[config.mk]
export PLATFORM = sky130hd
export DESIGN_NAME = list_sink_collector
export DESIGN_NICKNAME = d
export VERILOG_FILES = /design/src/rtl/list_sink_collector.sv
export SDC_FILE = /design/constraint.sdc
export NUM_CORES = 1
export LEC_CHECK = 0
export BUFFER_PORTS_ARGS = -buffer_cell sky130_fd_sc_hd__buf_2
export CAP_MARGIN = 20
export CORE_MARGIN = 4
export CORE_UTILIZATION = 55
export CTS_BUF_LIST = sky130_fd_sc_hd__clkbuf_2 sky130_fd_sc_hd__clkbuf_4 sky130_fd_sc_hd__clkbuf_8
export CTS_CLUSTER_SIZE = 30
export DETAILED_ROUTE_END_ITERATION = 7
export PLACE_DENSITY_LB_ADDON = 0.12
export REMOVE_ABC_BUFFERS = 1
export SYNTH_ARGS = -nofsm -noshare
export SYNTH_HDL_FRONTEND = slang
export SYNTH_SLANG_ARGS = --single-unit
[constraint.sdc]
create_clock -name clock_i -period 7.3 [get_ports clock_i]
set_clock_uncertainty 0.15 [all_clocks]
set_input_delay 1.095 -clock clock_i [delete_from_list [all_inputs] [get_ports clock_i]]
set_output_delay 1.095 -clock clock_i [all_outputs]
set_load 0.1 [all_outputs]
[src/rtl/list_sink_collector.sv]
// Consumer for a four-phase req/ack list port: pulls elements one at a time and
// accumulates count, saturating sum and maximum, flagging end-of-list or a stalled producer.
module list_sink_collector #(
    parameter int unsigned DATA_W  = 8,
    parameter int unsigned CNT_W   = 8,
    parameter int unsigned SUM_W   = 16,
    parameter int unsigned TIMEOUT = 1024
) (
    input  logic              clock_i,
    input  logic              reset_ni,
    input  logic              start_i,
    output logic              done_o,
    output logic              list_req_o,
    input  logic              list_ack_i,
    input  logic [DATA_W-1:0] list_value_i,
    input  logic              list_valid_i,
    output logic [CNT_W-1:0]  count_o,
    output logic [SUM_W-1:0]  sum_o,
    output logic [DATA_W-1:0] max_value_o,
    output logic              overflow_o,
    output logic              timeout_o
);

    localparam int unsigned TmoW = (TIMEOUT > 1) ? $clog2(TIMEOUT) : 1;

    typedef enum logic [2:0] {
        StIdle,
        StReq,
        StRelease,
        StDone,
        StErr
    } state_e;

    state_e            state_q, state_d;
    logic              start_q;
    logic [TmoW-1:0]   tmo_cnt_q, tmo_cnt_d;
    logic [CNT_W-1:0]  count_q, count_d;
    logic [SUM_W-1:0]  sum_q, sum_d;
    logic [DATA_W-1:0] max_q, max_d;
    logic              overflow_q, overflow_d;
    logic              timeout_q, timeout_d;
    logic              done_q, done_d;

    logic              start_rise;
    logic [SUM_W:0]    sum_ext;

    assign start_rise = start_i & ~start_q;
    // One extra bit catches the carry that drives saturation.
    assign sum_ext    = {1'b0, sum_q} + {{(SUM_W + 1 - DATA_W){1'b0}}, list_value_i};

    always_comb begin
        state_d    = state_q;
        tmo_cnt_d  = tmo_cnt_q;
        count_d    = count_q;
        sum_d      = sum_q;
        max_d      = max_q;
        overflow_d = overflow_q;
        timeout_d  = timeout_q;
        done_d     = done_q;

        unique case (state_q)
            StIdle, StDone, StErr: begin
                if (start_rise) begin
                    count_d    = '0;
                    sum_d      = '0;
                    max_d      = '0;
                    overflow_d = 1'b0;
                    timeout_d  = 1'b0;
                    done_d     = 1'b0;
                    tmo_cnt_d  = '0;
                    state_d    = StReq;
                end
            end
            StReq: begin
                if (list_ack_i) begin
                    if (list_valid_i) begin
                        count_d = count_q + CNT_W'(1);
                        if (count_q == {CNT_W{1'b1}}) begin
                            overflow_d = 1'b1;
                        end
                        if (sum_ext[SUM_W]) begin
                            sum_d      = {SUM_W{1'b1}};
                            overflow_d = 1'b1;
                        end else begin
                            sum_d = sum_ext[SUM_W-1:0];
                        end
                        if (list_value_i > max_q) begin
                            max_d = list_value_i;
                        end
                        state_d = StRelease;
                    end else begin
                        done_d  = 1'b1;
                        state_d = StDone;
                    end
                end else if (tmo_cnt_q == TmoW'(TIMEOUT - 1)) begin
                    timeout_d = 1'b1;
                    done_d    = 1'b1;
                    state_d   = StErr;
                end else begin
                    tmo_cnt_d = tmo_cnt_q + TmoW'(1);
                end
            end
            StRelease: begin
                // Wait for the producer to drop ack before asking again.
                if (!list_ack_i) begin
                    tmo_cnt_d = '0;
                    state_d   = StReq;
                end
            end
            default: begin
                state_d = StIdle;
            end
        endcase
    end

    always_ff @(posedge clock_i) begin
        if (!reset_ni) begin
            state_q    <= StIdle;
            start_q    <= 1'b0;
            tmo_cnt_q  <= '0;
            count_q    <= '0;
            sum_q      <= '0;
            max_q      <= '0;
            overflow_q <= 1'b0;
            timeout_q  <= 1'b0;
            done_q     <= 1'b0;
        end else begin
            state_q    <= state_d;
            start_q    <= start_i;
            tmo_cnt_q  <= tmo_cnt_d;
            count_q    <= count_d;
            sum_q      <= sum_d;
            max_q      <= max_d;
            overflow_q <= overflow_d;
            timeout_q  <= timeout_d;
            done_q     <= done_d;
        end
    end

    assign list_req_o  = (state_q == StReq);
    assign done_o      = done_q;
    assign count_o     = count_q;
    assign sum_o       = sum_q;
    assign max_value_o = max_q;
    assign overflow_o  = overflow_q;
    assign timeout_o   = timeout_q;

    a_timeout_implies_done : assert property (
        @(posedge clock_i) disable iff (!reset_ni) timeout_o |-> done_o
    );

    a_no_req_while_ack_held : assert property (
        @(posedge clock_i) disable iff (!reset_ni)
        (state_q == StRelease && list_ack_i) |=> !list_req_o
    );

endmodule

==> flow_summary.ini <==
[worst_setup_path]
path_cells = buf_2 -> ha_1 -> fa_1 -> a21o_1 -> a221oi_2 -> a2111oi_4 -> nand2_1 -> o311ai_1
critPathBufInv = 1
required_ns = 7.33
path_class = input pin to flip-flop
slowest_stage = a221oi_2
critPathLaunchType = input pin
regToRegStartpoint = sum_o[0]$_SDFFE_PN0P_
crit_fanout = 10
cp-end-kind = flip-flop
crit_start = list_value_i[0]
cpLargestDelayFamily = compound AO/OA/AOI/OAI gates
slowest_delay_ns = 0.53
cp.arrival_ns = 3.19
r2r_slack_ns = 4.72

[timing]
grt_setup_unrepaired = false
fmax_mhz = 317
relSlewSlack = 0.426
finalSetupViolCount = 0
tightest_slew_ns = 0.856
hold_violations = 0
setup_tns_ns = 0
hold_ws_ns = 0.314
period_minus_slack_ns = 3.16
slew_violations = 0
period_share = 0.433

[floorplanning]
die_area_sq_um = 6470
core_area_sq_um = 5110
fp.dieH_microns = 80.4
rows = 26
io_pins = 49
die_w_microns = 80.4
start_util = 0.565

[global_route]
grt_pass1_wl_microns = 11300
grt_usage = 0.215
grt_pass1_vias = 2483
grt_start_max_net_pins = 18
grt_overflow = 0
antenna_found_initial = 0

[worst_hold_path]
hold_path_class = flip-flop to flip-flop
hold_start = sum_o[5]$_SDFFE_PN0P_

[yosys]
yosys_warnings = 0
yosys.cell_types.count = 57
synth_top_cell_by_area = dfxtp_1
ys_seq_area_frac = 0.340
synth_seq_cells = 49
netlist_instances = 342
synthFlopType = dfxtp_1
yosysTopAreaCellShare = 0.340
syn_avg_cell_area_sq_um = 8.44
synth_edf_count = 0
synth_area_leaders = dfxtp_1, ha_1, nand2_1
synthArstFlopShare = 0
netlist_area_sq_um = 2890

[clocking]
cts_tree = yes
htree_levels = 2
cts_inserted_buffers = 5
cts_setup_buffers = 0
cts-hold-fix-buffers = 0
cts_resized = 0
clkTransAtPathRegs_ns = 0.10
cts_buffer_depth = 2
root_buffer = clkbuf_8
cts_sinks = 49
clk_latency_ns = 0.30

[cells_and_area]
layout-drive-gt1-share = 0.175
nets = 420
syn_to_final_growth_pct = 14.7
diodes = 0

[detailed_routing]
ant_nets = 0
drt_iter0_drc = 130
vias = 2685
firstDrtPassIters = 4
via_per_inst = 5.85
drc_errors = 0
routedWlPerCell_microns = 14.3
routed_wl_microns = 6550

[pwr]
power-per-cell-area_nw_per_um2 = 187
leakagePower_nw = 1.43
ir_drop_mv = 0.105

[job]
maxCapViolCount = 0

[place]
dp_hpwl_microns = 4780
io_buffer_count = 48
gp_congestion = 0.869

[status]
status = completed
-- final timing paths --
| kind | depth (start not counted) | to |
|---|---|---|
| setup / recovery | 8 | sum_o[10]$_SDFFE_PN0P_ |
| hold / removal | 2 | sum_o[5]$_SDFFE_PN0P_ |
| setup reg to reg | 7 | sum_o[10]$_SDFFE_PN0P_ |
| hold reg to reg | 2 | sum_o[5]$_SDFFE_PN0P_ |
-- per-layer routing --
| layer | vias up | share of wire | track usage |
|---|---|---|---|
| met2 | 55 | 0.49 | 0.383 |
| met5 | - | 0 | 0 |
| met4 | 0 | 0.0093 | 0.0507 |
| met3 | 8 | 0.045 | 0.0370 |
| li1 | 1365 | - | - |
| met1 | 1257 | 0.46 | 0.267 |
-- stage by stage --
stage / cells / area [sq um] / power, W / worst slack (ns) / util
4_1_cts: 459 / 3310 / 0.000623 / 4.16 / 0.648
3_3_place_gp: 451 / 3180 / 0.000390 / 3.87 / 0.622
3_5_place_dp: 451 / 3180 / 0.000392 / 3.86 / 0.622
5_1_grt: 459 / 3310 / 0.000644 / 3.96 / 0.648
6_report: 459 / 3310 / 0.000619 / 4.14 / 0.648
2_1_floorplan: 332 / 2840 / 0.000364 / 4.18 / -
-- cells in the mapped netlist (all sizes together), types with 8 or more instances --
master  number
o21ai       23
inv         13
nand4        9
nand2       53
xor2        10
mux2i        8
a21oi       24
dfxtp       49
nand3       10
ha          18
nor2        15
-- layout make-up --
cell class,count,area [sq um]
inverter,13,48.8
sequential,49,981
clock buffer,5,68.8
multi-input combinational,270,1810
fill,477,1800
clock inverter,3,65.1
tap,70,87.6
timing repair buffer,49,248
-- tightest hold or removal path: stages (launching register included) --
cell and delay [ns]:
dfxtp_1 0.34, nand2_1 0.06, nand2_1 0.04
-- logic make-up after synthesis --
kind of cell | after synthesis | synth area share
flip-flops | 49 | 0.340
XOR/XNOR | 13 | 0.0395
adder cells (fa/ha/maj) | 19 | 0.0850
multiplexers | 9 | 0.0317
AO/OA/AOI/OAI | 102 | 0.248
AND/OR/NAND/NOR | 127 | 0.223
buffers and inverters | 23 | 0.0325
-- cell usage in the layout, fill, tap and decap left out, drive strengths merged, types with 3 or more instances in the layout --
master	count
o211ai	7
o2111ai	5
nor3	3
xor2	10
buf	49
and3	7
nand3	10
o21ai	23
ha	18
mux2i	8
o21a	4
or4	5
a21oi	24
a21o	4
and2	6
inv	13
nand2b	5
dfxtp	49
o311ai	4
nor2	15
clkbuf	5
nand4	9
or3	3
a31oi	3
o31ai	7
xnor2	3
o22a	3
nand2	53
-- state kept, by name (all words and copies together), names as in the netlist --
register	flops
count_o	8
done_o	1
max_value_o	8
overflow_o	1
start_q	1
state_q	3
sum_o	16
timeout_o	1
tmo_cnt_q	10
-- power breakdown --
| group | internal (W) | total [W] | switching [W] |
|---|---|---|---|
| sequential | 0.000273 | 0.000279 | 0.00000670 |
| combinational | 0.0000300 | 0.000106 | 0.0000760 |
| clock | 0.000136 | 0.000234 | 0.0000975 |
(Power assumes the default switching activity.)
